### src/rtl/mm_tile_sequencer_pkg.sv
// rtl/mm_tile_sequencer_pkg.sv - shared encodings and defaults for the tile sequencer
package mm_tile_sequencer_pkg;

  localparam int SEQ_AWIDTH      = 10;
  localparam int SEQ_TILE_WORDS  = 16;
  localparam int SEQ_NT_W        = 8;
  localparam int SEQ_TIMEOUT_CYC = 1024;

  localparam logic [1:0] WM_IDLE    = 2'b00;
  localparam logic [1:0] WM_LOAD    = 2'b01;
  localparam logic [1:0] WM_WEIGHT  = 2'b10;
  localparam logic [1:0] WM_COMPUTE = 2'b11;

  typedef logic [2:0] seq_state_t;

  localparam seq_state_t ST_IDLE    = 3'd0;
  localparam seq_state_t ST_WEIGHT  = 3'd1;
  localparam seq_state_t ST_COMPUTE = 3'd2;
  localparam seq_state_t ST_GAP     = 3'd3;
  localparam seq_state_t ST_DONE    = 3'd4;
  localparam seq_state_t ST_ERR     = 3'd5;

  function automatic logic [1:0] mode_of(seq_state_t s);
    case (s)
      ST_WEIGHT:  return WM_WEIGHT;
      ST_COMPUTE: return WM_COMPUTE;
      default:    return WM_IDLE;
    endcase
  endfunction

endpackage

### src/rtl/mm_tile_sequencer_if.sv
// rtl/mm_tile_sequencer_if.sv - job command, host arbitration and datapath control bundle
interface mm_tile_sequencer_if
  import mm_tile_sequencer_pkg::*;
#(
  parameter int AWIDTH = SEQ_AWIDTH,
  parameter int NT_W   = SEQ_NT_W
);

  logic              cmd_valid;
  logic              cmd_ready;
  logic [AWIDTH-1:0] cmd_wbase;
  logic [AWIDTH-1:0] cmd_abase;
  logic [AWIDTH-1:0] cmd_rbase;
  logic [NT_W-1:0]   cmd_ntiles;
  logic              host_req;
  logic              host_gnt;
  logic [1:0]        work_mode;
  logic [AWIDTH-1:0] rd_base;
  logic [AWIDTH-1:0] wb_base;
  logic              weight_done;
  logic              wb_done;
  logic              busy;
  logic              done;
  logic              err;
  logic [NT_W-1:0]   tile_idx;

  modport slave (
    input  cmd_valid, cmd_wbase, cmd_abase, cmd_rbase, cmd_ntiles,
    input  host_req, weight_done, wb_done,
    output cmd_ready, host_gnt, work_mode, rd_base, wb_base,
    output busy, done, err, tile_idx
  );

  modport master (
    output cmd_valid, cmd_wbase, cmd_abase, cmd_rbase, cmd_ntiles,
    output host_req, weight_done, wb_done,
    input  cmd_ready, host_gnt, work_mode, rd_base, wb_base,
    input  busy, done, err, tile_idx
  );

endinterface

### src/rtl/mm_tile_sequencer_phase_timer.sv
// rtl/mm_tile_sequencer_phase_timer.sv - loadable phase cycle counter with expiry flag
module mm_phase_timer #(
  parameter int LIMIT = 1024
) (
  input  logic clk,
  input  logic rst,
  input  logic load_i,
  input  logic run_i,
  output logic expired_o
);

  localparam int CW = $clog2(LIMIT + 1);
  localparam logic [CW-1:0] LIM = CW'(LIMIT);

  logic [CW-1:0] cnt_q;

  // Loading to 1 makes the count equal the number of cycles spent in the phase.
  always_ff @(posedge clk) begin
    if (rst) begin
      cnt_q <= '0;
    end else if (load_i) begin
      cnt_q <= CW'(1);
    end else if (run_i && cnt_q != LIM) begin
      cnt_q <= cnt_q + 1'b1;
    end
  end

  assign expired_o = (cnt_q == LIM);

endmodule

### src/rtl/mm_tile_sequencer.sv
// rtl/mm_tile_sequencer.sv - multi-tile job sequencer for the matrix-multiply datapath
// Optional performance counters enabled by MM_SEQ_PERF_CNT_EN.
module mm_tile_sequencer
  import mm_tile_sequencer_pkg::*;
#(
  parameter int AWIDTH      = SEQ_AWIDTH,
  parameter int TILE_WORDS  = SEQ_TILE_WORDS,
  parameter int NT_W        = SEQ_NT_W,
  parameter int TIMEOUT_CYC = SEQ_TIMEOUT_CYC
) (
  input  logic               clk,
  input  logic               rst,
  mm_tile_sequencer_if.slave bus
`ifdef MM_SEQ_PERF_CNT_EN
  ,
  output logic [31:0]        perf_busy_cyc,
  output logic [31:0]        perf_host_cyc
`endif
);

  seq_state_t        state_q, state_d;
  logic [AWIDTH-1:0] wbase_q, wbase_d, abase_q, abase_d, rbase_q, rbase_d;
  logic [NT_W-1:0]   ntiles_q, ntiles_d, tile_q, tile_d;
  logic [AWIDTH-1:0] rd_base_q, rd_base_d, wb_base_q, wb_base_d;
  logic [AWIDTH-1:0] tile_off;
  logic [1:0]        wm_q, wm_d;
  logic              cmd_ready_q, cmd_ready_d;
  logic              host_gnt_q, host_gnt_d;
  logic              busy_q, busy_d, done_q, done_d, err_q, err_d;
  logic              accept, timer_load, timer_run, timer_expired;

  // A host request arriving alongside a command wins even if ready was already high.
  assign accept = (state_q == ST_IDLE) && bus.cmd_valid && cmd_ready_q && !bus.host_req;

  always_comb begin
    state_d  = state_q;
    wbase_d  = wbase_q;
    abase_d  = abase_q;
    rbase_d  = rbase_q;
    ntiles_d = ntiles_q;
    tile_d   = tile_q;
    case (state_q)
      ST_IDLE: begin
        if (accept) begin
          wbase_d  = bus.cmd_wbase;
          abase_d  = bus.cmd_abase;
          rbase_d  = bus.cmd_rbase;
          ntiles_d = bus.cmd_ntiles;
          tile_d   = '0;
          state_d  = (bus.cmd_ntiles == '0) ? ST_DONE : ST_WEIGHT;
        end
      end
      ST_WEIGHT: begin
        if (bus.weight_done)    state_d = ST_COMPUTE;
        else if (timer_expired) state_d = ST_ERR;
      end
      ST_COMPUTE: begin
        if (bus.wb_done)        state_d = ST_GAP;
        else if (timer_expired) state_d = ST_ERR;
      end
      ST_GAP: begin
        // Stay while the host holds the port, plus one ungranted cycle after release.
        if (!(bus.host_req || host_gnt_q)) begin
          tile_d  = tile_q + 1'b1;
          state_d = (tile_d == ntiles_q) ? ST_DONE : ST_WEIGHT;
        end
      end
      ST_ERR:  state_d = ST_DONE;
      ST_DONE: state_d = ST_IDLE;
      default: state_d = ST_IDLE;
    endcase
  end

  always_comb begin
    tile_off  = AWIDTH'(32'(tile_d) * TILE_WORDS);
    wm_d      = mode_of(state_d);
    rd_base_d = rd_base_q;
    wb_base_d = wb_base_q;
    if (state_d == ST_WEIGHT) begin
      rd_base_d = wbase_d + tile_off;
    end else if (state_d == ST_COMPUTE) begin
      rd_base_d = abase_d + tile_off;
      wb_base_d = rbase_d + tile_off;
    end
    // The done pulse appears the cycle after DONE, so busy is extended to cover it.
    busy_d      = (state_d != ST_IDLE) || (state_q == ST_DONE);
    done_d      = (state_q == ST_DONE);
    err_d       = accept ? 1'b0 : ((state_d == ST_ERR) ? 1'b1 : err_q);
    host_gnt_d  = bus.host_req &&
                  ((state_d == ST_GAP) || (state_q == ST_IDLE && state_d == ST_IDLE));
    cmd_ready_d = (state_d == ST_IDLE) && !busy_d && !bus.host_req;
  end

  assign timer_load = ((state_d == ST_WEIGHT)  && (state_q != ST_WEIGHT)) ||
                      ((state_d == ST_COMPUTE) && (state_q != ST_COMPUTE));
  assign timer_run  = (state_q == ST_WEIGHT) || (state_q == ST_COMPUTE);

  mm_phase_timer #(.LIMIT(TIMEOUT_CYC)) u_timer (
    .clk       (clk),
    .rst       (rst),
    .load_i    (timer_load),
    .run_i     (timer_run),
    .expired_o (timer_expired)
  );

  always_ff @(posedge clk) begin
    if (rst) begin
      state_q     <= ST_IDLE;
      wbase_q     <= '0;
      abase_q     <= '0;
      rbase_q     <= '0;
      ntiles_q    <= '0;
      tile_q      <= '0;
      rd_base_q   <= '0;
      wb_base_q   <= '0;
      wm_q        <= WM_IDLE;
      cmd_ready_q <= 1'b0;
      host_gnt_q  <= 1'b0;
      busy_q      <= 1'b0;
      done_q      <= 1'b0;
      err_q       <= 1'b0;
    end else begin
      state_q     <= state_d;
      wbase_q     <= wbase_d;
      abase_q     <= abase_d;
      rbase_q     <= rbase_d;
      ntiles_q    <= ntiles_d;
      tile_q      <= tile_d;
      rd_base_q   <= rd_base_d;
      wb_base_q   <= wb_base_d;
      wm_q        <= wm_d;
      cmd_ready_q <= cmd_ready_d;
      host_gnt_q  <= host_gnt_d;
      busy_q      <= busy_d;
      done_q      <= done_d;
      err_q       <= err_d;
    end
  end

  assign bus.cmd_ready = cmd_ready_q;
  assign bus.host_gnt  = host_gnt_q;
  assign bus.work_mode = wm_q;
  assign bus.rd_base   = rd_base_q;
  assign bus.wb_base   = wb_base_q;
  assign bus.busy      = busy_q;
  assign bus.done      = done_q;
  assign bus.err       = err_q;
  assign bus.tile_idx  = tile_q;

`ifdef MM_SEQ_PERF_CNT_EN
  logic [31:0] perf_busy_q, perf_host_q;

  always_ff @(posedge clk) begin
    if (rst || accept) begin
      perf_busy_q <= '0;
      perf_host_q <= '0;
    end else begin
      if (busy_q && perf_busy_q != '1)
        perf_busy_q <= perf_busy_q + 1'b1;
      if (host_gnt_q && state_q == ST_GAP && perf_host_q != '1)
        perf_host_q <= perf_host_q + 1'b1;
    end
  end

  assign perf_busy_cyc = perf_busy_q;
  assign perf_host_cyc = perf_host_q;
`endif

endmodule

### src/flat_wrapper.sv
// flat-port wrapper written by rule: the top's interface ports become plain ports
module mm_tile_sequencer_flat import mm_tile_sequencer_pkg::*;
#(
  parameter int AWIDTH      = SEQ_AWIDTH,
  parameter int TILE_WORDS  = SEQ_TILE_WORDS,
  parameter int NT_W        = SEQ_NT_W,
  parameter int TIMEOUT_CYC = SEQ_TIMEOUT_CYC
)
  (clk, rst, bus_cmd_valid, bus_cmd_wbase, bus_cmd_abase, bus_cmd_rbase, bus_cmd_ntiles, bus_host_req, bus_weight_done, bus_wb_done, bus_cmd_ready, bus_host_gnt, bus_work_mode, bus_rd_base, bus_wb_base, bus_busy, bus_done, bus_err, bus_tile_idx);
  mm_tile_sequencer_if #(.AWIDTH(AWIDTH), .NT_W(NT_W)) bus_i ();
  input  logic clk;
  input  logic rst;
  input wire logic [$bits(bus_i.cmd_valid)-1:0] bus_cmd_valid;
  input wire logic [$bits(bus_i.cmd_wbase)-1:0] bus_cmd_wbase;
  input wire logic [$bits(bus_i.cmd_abase)-1:0] bus_cmd_abase;
  input wire logic [$bits(bus_i.cmd_rbase)-1:0] bus_cmd_rbase;
  input wire logic [$bits(bus_i.cmd_ntiles)-1:0] bus_cmd_ntiles;
  input wire logic [$bits(bus_i.host_req)-1:0] bus_host_req;
  input wire logic [$bits(bus_i.weight_done)-1:0] bus_weight_done;
  input wire logic [$bits(bus_i.wb_done)-1:0] bus_wb_done;
  output wire logic [$bits(bus_i.cmd_ready)-1:0] bus_cmd_ready;
  output wire logic [$bits(bus_i.host_gnt)-1:0] bus_host_gnt;
  output wire logic [$bits(bus_i.work_mode)-1:0] bus_work_mode;
  output wire logic [$bits(bus_i.rd_base)-1:0] bus_rd_base;
  output wire logic [$bits(bus_i.wb_base)-1:0] bus_wb_base;
  output wire logic [$bits(bus_i.busy)-1:0] bus_busy;
  output wire logic [$bits(bus_i.done)-1:0] bus_done;
  output wire logic [$bits(bus_i.err)-1:0] bus_err;
  output wire logic [$bits(bus_i.tile_idx)-1:0] bus_tile_idx;
  assign bus_i.cmd_valid = bus_cmd_valid;
  assign bus_i.cmd_wbase = bus_cmd_wbase;
  assign bus_i.cmd_abase = bus_cmd_abase;
  assign bus_i.cmd_rbase = bus_cmd_rbase;
  assign bus_i.cmd_ntiles = bus_cmd_ntiles;
  assign bus_i.host_req = bus_host_req;
  assign bus_i.weight_done = bus_weight_done;
  assign bus_i.wb_done = bus_wb_done;
  assign bus_cmd_ready = bus_i.cmd_ready;
  assign bus_host_gnt = bus_i.host_gnt;
  assign bus_work_mode = bus_i.work_mode;
  assign bus_rd_base = bus_i.rd_base;
  assign bus_wb_base = bus_i.wb_base;
  assign bus_busy = bus_i.busy;
  assign bus_done = bus_i.done;
  assign bus_err = bus_i.err;
  assign bus_tile_idx = bus_i.tile_idx;
  mm_tile_sequencer #(.AWIDTH(AWIDTH), .TILE_WORDS(TILE_WORDS), .NT_W(NT_W), .TIMEOUT_CYC(TIMEOUT_CYC)) u_core (.clk(clk), .rst(rst), .bus(bus_i));
endmodule
### config.mk
export PLATFORM = sky130hd
export DESIGN_NAME = mm_tile_sequencer_flat
export DESIGN_NICKNAME = d
export VERILOG_FILES = /design/src/rtl/mm_tile_sequencer_pkg.sv /design/src/rtl/mm_tile_sequencer_if.sv /design/src/rtl/mm_tile_sequencer_phase_timer.sv /design/src/rtl/mm_tile_sequencer.sv /design/src/flat_wrapper.sv
export SDC_FILE = /design/constraint.sdc
export NUM_CORES = 1
export LEC_CHECK = 0
export ABC_AREA = 0
export CAP_MARGIN = 30
export CORE_UTILIZATION = 52
export DETAILED_ROUTE_END_ITERATION = 8
export PLACE_DENSITY_LB_ADDON = 0.12
export SYNTH_ARGS = -nofsm -noshare
export SYNTH_HDL_FRONTEND = slang
export SYNTH_SLANG_ARGS = --single-unit
### constraint.sdc
create_clock -name clk -period 5.4 [get_ports clk]
set_input_delay 1.08 -clock clk [delete_from_list [all_inputs] [get_ports clk]]
set_output_delay 1.08 -clock clk [all_outputs]
set_load 0.05 [all_outputs]
After elaboration in Yosys (flattened, before gate mapping)
Cells that the tools add are included.
- add/subtract/negate cells: 5
- multipliers: 0
- divide/modulo/power cells: 0
- $lt $le $gt $ge: 0
- equal/unequal tests: 16
- shifts and indexed selects: 0
- multiplexer cells: 22
- bitwise logic cells: 1
- reduce and logical (&&, ||, !) cells: 29
- operators with widths (operator ; number):
    two-way mux 10 bit ; 8
    adder 10 bit ; 3
    two-way mux 3 bit ; 7
    two-way mux 8 bit ; 2
    case mux 8 bit (2 select lines) ; 1
    case mux 3 bit (5 select lines) ; 1
    equality test 3 x 2 -> 1 bit, second input constant ; 4
    adder 11 x 1 -> 11 bit, second input constant ; 1
    equality test 11 bit, second input constant ; 1
    inequality test 11 bit, second input constant ; 1
    logical AND 1 bit ; 10
    equality test 3 bit, second input constant ; 3
    adder 8 x 1 -> 8 bit, second input constant ; 1
    equality test 8 bit ; 1
    logical NOT 8 bit ; 1
    equality test 3 x 1 -> 1 bit, second input constant ; 2
    logical NOT 3 bit ; 2
    nonzero test 2 bit ; 3
    logical OR 1 bit ; 5
    case mux 2 bit (2 select lines) ; 1
    AND reduction 2 bit ; 2
    OR reduction 2 bit ; 2
    inequality test 3 x 1 -> 1 bit, second input constant ; 1
    inequality test 3 x 2 -> 1 bit, second input constant ; 1
    7 further kinds ; 9
- flip-flop bits (word level): 87
- latch bits: 0
- memory bits (writable): 0
- memory bits (read-only): 0
- input bits: 44
- output and inout bits: 35
- memories: 0

Logic depth before layout (Yosys ltp)
Gate-level depths: netlist (run 1).
- depth in word-level cells: 11
- depth in mapped cells: 21
- gate-level depth less buffers: 18

Hierarchy
Synthesis (run 1) repeated with hierarchy kept, for this count alone.
- cells, all modules: 502
- area, all modules: 4329.2 um^2
- modules (own cells, without submodules) (module ; instances ; cells an instance ; area each (um^2) ; seq. area each (um^2)):
    mm_tile_sequencer ; 1 ; 433 ; 3727.3 ; 1521.5
    mm_phase_timer ; 1 ; 69 ; 601.8 ; 220.2

Worst setup path after synthesis (run 1)
No wires, ideal clock.
- path type: in2reg
- from: in bus_cmd_ntiles[0]
- to: reg u_core.rd_base_q[9], in the netlist u_core.bus.rd_base[9]
- setup time: 0.142 ns
- arrival time: 4.098 ns
- path slack: 1.159 ns
- stages on the path: 19
- path buffers: 3
- cell sequence: nor4_1 > nand2_1 > a222oi_1 > o21a_1 > buf_4 > or2_1 > buf_6 > buf_8 > mux2i_1 > mux2i_1 > ha_1 > a21o_1 > a21oi_1 > o21bai_1 > a21oi_1 > xnor2_1 > nor2_1 > nand2_1 > o221ai_1
- cells in the longest elaborated chain, start to end: 6
- ends and longest elaborated chain (what ; line ; source):
    from (decl) ; flat_wrapper.sv:17 ; input wire logic [$bits(bus_i.cmd_ntiles)-1:0] bus_cmd_ntiles;
    logical NOT 8 bit (*) ; mm_tile_sequencer.sv:50 ; state_d = (bus.cmd_ntiles == '0) ? ST_DONE : ST_WEIGHT;
    two-way mux 3 bit (*) ; mm_tile_sequencer.sv:50 ;
    two-way mux 3 bit (*) ; mm_tile_sequencer.sv:44 ; if (accept) begin
    case mux 3 bit (5 select lines) (*) ; mm_tile_sequencer.sv:42 ; case (state_q)
    equality test 3 x 1 -> 1 bit or equality test 3 x 2 -> 1 bit (tied branches) ; mm_tile_sequencer.sv:79, mm_tile_sequencer.sv:81 ;
    two-way mux 10 bit or nonzero test 2 bit (tied branches) ; - ;
    to (signal assigned) ; mm_tile_sequencer.sv:129 ; rd_base_q <= rd_base_d;
    to (decl) ; mm_tile_sequencer.sv:24 ; logic [AWIDTH-1:0] rd_base_q, rd_base_d, wb_base_q, wb_base_d;
Every way passes the cells marked *; elsewhere a longest branch is shown, timed or not.
A chain may end at the register's enable or synchronous reset.

Worst setup path in the final report (run 1)
- from: in bus_cmd_ntiles[4]
- to: reg u_core.rd_base_q[9], in the netlist u_core.bus.rd_base[9]
The elaborated chain is that of the path after synthesis.

==> results of run 1 <==
==> where the power goes <==
group	total, W	internal (W)	switching (W)
combinational	0.000154	0.0000703	0.0000834
sequential	0.000664	0.000655	0.00000916
clock	0.000453	0.000214	0.000239
total	0.00127	0.000940	0.000331
==> cells in the final DEF (no fill, tap or decap), types with 5 or more instances in the layout <==
cell type / netlist / layout
dfxtp_1: 87 / 87
nand2_1: 79 / 79
clkdlybuf4s50_1: 0 / 77
nor2_1: 59 / 59
a21oi_1: 39 / 39
mux2i_1: 37 / 37
xnor2_1: 22 / 22
ha_1: 13 / 13
xor2_1: 12 / 12
a211oi_1: 9 / 9
clkbuf_8: 0 / 9
nand3_1: 8 / 8
and2_1: 8 / 8
o21ai_0: 8 / 8
nor3_1: 7 / 7
inv_1: 7 / 7
buf_4: 2 / 7
a21o_1: 6 / 6
nand4_1: 5 / 5
and3_1: 5 / 5
nor4_1: 5 / 5
==> state kept, by name (all words and copies together) (netlist names) <==
| name | flops |
|---|---|
| u_core.u_timer.cnt_q | 11 |
| u_core.state_q | 3 |
| u_core.abase_q | 10 |
| u_core.bus.cmd_ready | 1 |
| u_core.bus.rd_base | 10 |
| u_core.bus.work_mode | 2 |
| u_core.wbase_q | 10 |
| u_core.bus.err | 1 |
| u_core.bus.busy | 1 |
| u_core.bus.wb_base | 10 |
| u_core.rbase_q | 10 |
| u_core.ntiles_q | 8 |
| u_core.bus.host_gnt | 1 |
| u_core.bus.tile_idx | 8 |
| u_core.bus.done | 1 |
==> logic make-up (layout without fill, tap and decap cells) <==
family,Yosys count,count (layout),synth area share
AND/OR/NAND/NOR,191,191,0.201
XOR/XNOR,34,34,0.0703
multiplexers,40,40,0.0954
AO/OA/AOI/OAI,88,88,0.138
adder cells (fa/ha/maj),15,15,0.0479
flip-flops,87,87,0.411
buffers and inverters,33,108,0.0363
==> metal layers <==
metal | share of wire | GRT usage
met4 | 0.017 | 0.0755
met1 | 0.46 | 0.279
met3 | 0.050 | 0.0630
met5 | 0 | 0
met2 | 0.47 | 0.378
==> stage by stage <==
stage	utilization	worst slack [ns]	hold WS (ns)	instances	total power, W
3_5_place_dp	0.648	0.453	0.449	649	0.000833
4_1_cts	0.674	0.808	0.463	665	0.00128
3_3_place_gp	0.648	0.574	0.446	649	0.000830
6_report	0.674	0.798	0.461	665	0.00127
2_1_floorplan	-	1.16	0.436	488	0.000772
5_1_grt	0.674	0.571	0.478	665	0.00133
==> worst paths after layout <==
check	start	endpoint	slack, ns
worst min register to register	u_core.wbase_q[5]$_SDFF_PP0_	u_core.wbase_q[5]$_SDFF_PP0_	0.46
worst min-delay path	u_core.wbase_q[5]$_SDFF_PP0_	u_core.wbase_q[5]$_SDFF_PP0_	0.46
worst max-delay path	bus_cmd_ntiles[4]	u_core.bus.rd_base[9]$_SDFFE_PP0P_	0.80
worst max register to register	u_core.bus.tile_idx[0]$_SDFF_PP0_	u_core.bus.rd_base[9]$_SDFFE_PP0P_	1.29
==> layout make-up <==
cell class	instances	area (um^2)
Tap cell	102	128
Multi-Input combinational cell	368	2340
Fill cell	665	2550
Clock inverter	7	72.6
Sequential cell	87	1740
Inverter	7	26.3
Timing Repair Buffer	85	828
Clock buffer	9	124
==> critical path, delay by kind of cell <==
kind                       cells  cell delay, ns
AOI/OAI and AO/OA              7            1.47
and+or+nand+nor                5            0.97
xor gates and xnor gates       1            0.15
buffers and inverters          1            0.43
muxes                          2            0.39
adders and majority gates      1            0.29
==> results.sh, run 1 <==
export IMPL_cts_hold_buf=0
export IMPL_arrival_ns=4.82
export IMPL_portBuffers=78
export IMPL_synth_avg_cell_area_um2=8.68
export IMPL_ys_seq_area_frac=0.411
export IMPL_gp_congestion=0.813
export IMPL_cts_made_buffers=9
export IMPL_io_pins=79
export IMPL_htree_num_levels=3
export IMPL_vias=3601
export IMPL_drive_above_1_share=0.0568
export IMPL_die_height_um=92.2
export IMPL_ctsRootBufferMaster="clkbuf_8"
export IMPL_grt_start_max_net_pins=73
export IMPL_wl_per_cell_um=13.9
export IMPL_worst_r2r_path_depth=18
export IMPL_ant_nets=0
export IMPL_whs_path_depth=2
export IMPL_diodes=0
export IMPL_end_kind="flop"
export IMPL_die_width_um=92.2
export IMPL_crit_slowest_cell="a222oi_1"
export IMPL_criticalPathCategory="input port to flop"
export IMPL_clk_path_buf_depth=2
export IMPL_yosysTopAreaCell="dfxtp_1"
export IMPL_critPathMaxFanout=6
export IMPL_fin_tns_setup_ns=0
export IMPL_period_minus_slack_ns=4.60
export IMPL_p_leak_nw=2.14
export IMPL_grt_pass1_vias=3300
export IMPL_synth_cell_types=60
export IMPL_clkLatencyLatePin_ns=0.36
export IMPL_ys_flop_type="dfxtp_1"
export IMPL_crit_chain="clkdlybuf4s50_1 > nor4_1 > nand2_1 > a222oi_1 > o21a_1 > or2_1 > mux2i_1 > mux2i_1 > ha_1 > a21o_1 > a21oi_1 > o21bai_1 > a21oi_1 > xnor2_1 > nor2_1 > nand2_1 > o221ai_1"
export IMPL_hold_viol_final=0
export IMPL_worst_pin_slew_ns=0.732
export IMPL_crit_required_ns=5.62
export IMPL_cts_tree="done"
export IMPL_synth_cells=488
export IMPL_synth_most_common_cell="dfxtp_1"
export IMPL_synth_commonest_cells="dfxtp_1 (87), nand2_1 (79), nor2_1 (59)"
export IMPL_hp_class="flop to flop"
export IMPL_dr_pass1_iters=5
export IMPL_placed_area_mm2=0.00506
export IMPL_ys_ff_latch=87
export IMPL_slowest_delay_ns=0.50
export IMPL_track_usage=0.226
export IMPL_area_delta_synth_final_pct=24.2
export IMPL_drc=0
export IMPL_async_reset_ff_frac=0
export IMPL_start_util=0.542
export IMPL_p_per_area_mw_per_mm2=242
export IMPL_clk_pin_slew_ns=0.08
export IMPL_antenna_found_initial=0
export IMPL_totalWireLength_um=9270
export IMPL_cap_viol_max_count=0
export IMPL_grt_ovfl_total=0
export IMPL_ys_top_cells_by_area="dfxtp_1 (41%), mux2i_1 (8.7%), nand2_1 (7.0%)"
export IMPL_cts_repair_resized=0
export IMPL_rsz0062_at_grt="no"
export IMPL_post_route_period_util=0.852
export IMPL_cts_setup_buffers=0
export IMPL_clock_skew_final_ns=0.0138
export IMPL_ys_warn_count=0
export IMPL_status="finished, final reports clean"
export IMPL_synth_top_area_frac=0.411
export IMPL_core_mm2=0.00781
export IMPL_drt_iter0_drc=134
export IMPL_ir_drop_mv=0.160
export IMPL_core_rowCount=32
export IMPL_synthesis_area_mm2=0.00423
export IMPL_dpl_hpwl_um=6540
export IMPL_nets=617
export IMPL_synth_edff_count=0
export IMPL_setup_viol=0
export IMPL_die_area_mm2=0.00851
export IMPL_fin_area_mm2=0.00526
export IMPL_maxSlewHeadroom=0.512
export IMPL_final_max_slew_viol_count=0
export IMPL_synth_nets=547
export IMPL_vias_per_cell=5.42
export IMPL_fmax_ghz=0.217
export IMPL_clock_sinks=87
export IMPL_critPathLaunchType="input port"
export IMPL_grt_pass1_wl_um=15200
Power figures use the tool's default switching activity.
==> inputs of run 2 (changes only) <==
--- a/config.mk
+++ b/config.mk
@@ -13,3 +13,4 @@
 export SYNTH_ARGS = -nofsm -noshare
 export SYNTH_HDL_FRONTEND = slang
 export SYNTH_SLANG_ARGS = --single-unit
+export TNS_END_PERCENT = 50
==> constraint.sdc (replaced) <==
create_clock -name clk -period 4.27 [get_ports clk]
set_input_delay 0.854 -clock clk [delete_from_list [all_inputs] [get_ports clk]]
set_output_delay 0.854 -clock clk [all_outputs]
set_load 0.05 [all_outputs]
==> run 2 against run 1 <==
  * Cell count rose by 1.8%
  * Critical path depth stayed put
  * Power up 28%
  * Clock power grew 29%
  * Cell area increased by 2.0%
  * Combinational power grew 32%
  * Highest routed layer unchanged
  * Sequential power increased by 27%
  * Hold slack improved by 0.0058 ns
  * Critical path type unchanged
==> results.sh, run 2 (synthesized netlist as in run 1, its figures left out) <==
export IMPL_critPathLaunchType="input port"
export IMPL_whs_path_depth=2
export IMPL_wl_per_cell_um=14.4
export IMPL_area_delta_synth_final_pct=26.7
export IMPL_ant_nets=0
export IMPL_cts_setup_buffers=0
export IMPL_p_leak_nw=2.20
export IMPL_status="finished, final reports clean"
export IMPL_critPathMaxFanout=6
export IMPL_portBuffers=78
export IMPL_hp_class="flop to flop"
export IMPL_io_pins=79
export IMPL_vias_per_cell=5.47
export IMPL_track_usage=0.240
export IMPL_mostFrequentLayoutCell="dfxtp_1"
export IMPL_antenna_found_initial=0
export IMPL_dpl_hpwl_um=6930
export IMPL_post_route_period_util=0.946
export IMPL_grt_pass1_vias=3540
export IMPL_hold_viol_final=0
export IMPL_cts_tree="done"
export IMPL_totalWireLength_um=9740
export IMPL_criticalPathCategory="input port to flop"
export IMPL_clkLatencyLatePin_ns=0.35
export IMPL_fin_hold_ws_ns=0.467
export IMPL_gp_congestion=0.830
export IMPL_grt_pass1_wl_um=16200
export IMPL_core_mm2=0.00781
export IMPL_finalPower_w=0.00163
export IMPL_ctsRootBufferMaster="clkbuf_8"
export IMPL_cts_hold_buf=0
export IMPL_drc=0
export IMPL_largest_reg_flops=11
export IMPL_layout_common_cells="dfxtp_1 (87), nand2_1 (79), clkdlybuf4s50_1 (77), nor2_1 (59), a21oi_1 (38)"
export IMPL_setup_viol=0
export IMPL_final_max_slew_viol_count=0
export IMPL_clock_skew_final_ns=0.0104
export IMPL_htree_num_levels=3
export IMPL_core_rowCount=32
export IMPL_p_per_area_mw_per_mm2=303
export IMPL_final_util=0.687
export IMPL_grt_start_max_net_pins=47
export IMPL_vias=3704
export IMPL_die_width_um=92.2
export IMPL_drt_iter0_drc=141
export IMPL_dr_pass1_iters=5
export IMPL_end_kind="flop"
export IMPL_crit_slowest_cell="clkdlybuf4s50_1"
export IMPL_die_area_mm2=0.00851
export IMPL_drive_above_1_share=0.0783
export IMPL_period_minus_slack_ns=4.04
export IMPL_diodes=0
export IMPL_clock_sinks=87
export IMPL_crit_required_ns=4.49
export IMPL_slowest_delay_ns=0.45
export IMPL_grt_ovfl_total=0
export IMPL_clk_path_buf_depth=2
export IMPL_fmax_ghz=0.247
export IMPL_nets=629
export IMPL_worst_r2r_path_depth=19
export IMPL_worst_pin_slew_ns=0.644
export IMPL_clk_pin_slew_ns=0.09
export IMPL_maxSlewHeadroom=0.569
export IMPL_crit_chain="clkdlybuf4s50_1 > nor4_2 > nand2_1 > a222oi_1 > o21a_1 > or2_4 > buf_4 > mux2i_1 > mux2i_1 > ha_1 > a21oi_2 > o21bai_1 > a21oi_1 > xnor2_1 > nor2_1 > nand2_1 > o221ai_1"
export IMPL_ir_drop_mv=0.190
export IMPL_start_util=0.542
export IMPL_cap_viol_max_count=0
export IMPL_cts_made_buffers=9
export IMPL_arrival_ns=4.26
export IMPL_die_height_um=92.2
export IMPL_largest_register="u_core.u_timer.cnt_q"
-- run 2: what timing repair did --
item,in CTS,in global routing
hold endpoints to repair,0,0
setup endpoints to repair,1,1
pin swaps,0,2
gates resized for setup,1,2
-- run 2: routing by layer --
metal / GRT usage / part of all wire / vias up
li1: - / - / 1847
met1: 0.299 / 0.45 / 1745
met2: 0.409 / 0.49 / 100
met3: 0.0556 / 0.054 / 12
met4: 0.0742 / 0.013 / 0
met5: 0 / 0 / -
-- run 2: critical path: cells and delay by family --
kind | cells | cell delay, ns
compound gates | 6 | 1.17
xor+xnor | 1 | 0.16
fa+ha+maj | 1 | 0.33
buf+inv | 2 | 0.63
mux | 2 | 0.35
simple gates | 5 | 0.77
-- run 2: final cells by class --
type	instances	area, um^2
inverters	7	26.3
well taps	102	128
clock inverters	4	55.1
fillers	632	2440
clock buffers	12	145
repair buffers	97	918
flip-flops and latches	87	1740
multi-input cells	368	2350
-- run 2: worst paths after layout --
path / from / slack (ns) / to
setup / recovery: bus_cmd_ntiles[7] / 0.23 / u_core.bus.rd_base[9]$_SDFFE_PP0P_
setup reg to reg: u_core.bus.tile_idx[0]$_SDFF_PP0_ / 0.35 / u_core.bus.rd_base[9]$_SDFFE_PP0P_
hold / removal: u_core.abase_q[5]$_SDFF_PP0_ / 0.47 / u_core.abase_q[5]$_SDFF_PP0_
hold reg to reg: u_core.abase_q[5]$_SDFF_PP0_ / 0.47 / u_core.abase_q[5]$_SDFF_PP0_
-- run 2: power by group --
part / internal [W] / total, W / switching [W]
Clock: 0.000289 / 0.000583 / 0.000294
Combinational: 0.0000945 / 0.000203 / 0.000108
Sequential: 0.000828 / 0.000840 / 0.0000118
-- run 2: through the flow --
step / instance area (um^2) / worst slack (ns) / setup TNS (ns) / cells
floorplan: 4230 / 0.0651 / 0 / 488
global placement: 5150 / -0.169 / -0.252 / 661
detailed placement: 5150 / -0.327 / -0.679 / 661
CTS: 5360 / 0.131 / 0 / 677
global route: 5370 / -0.00231 / -0.00231 / 677
finish: 5370 / 0.229 / 0 / 677
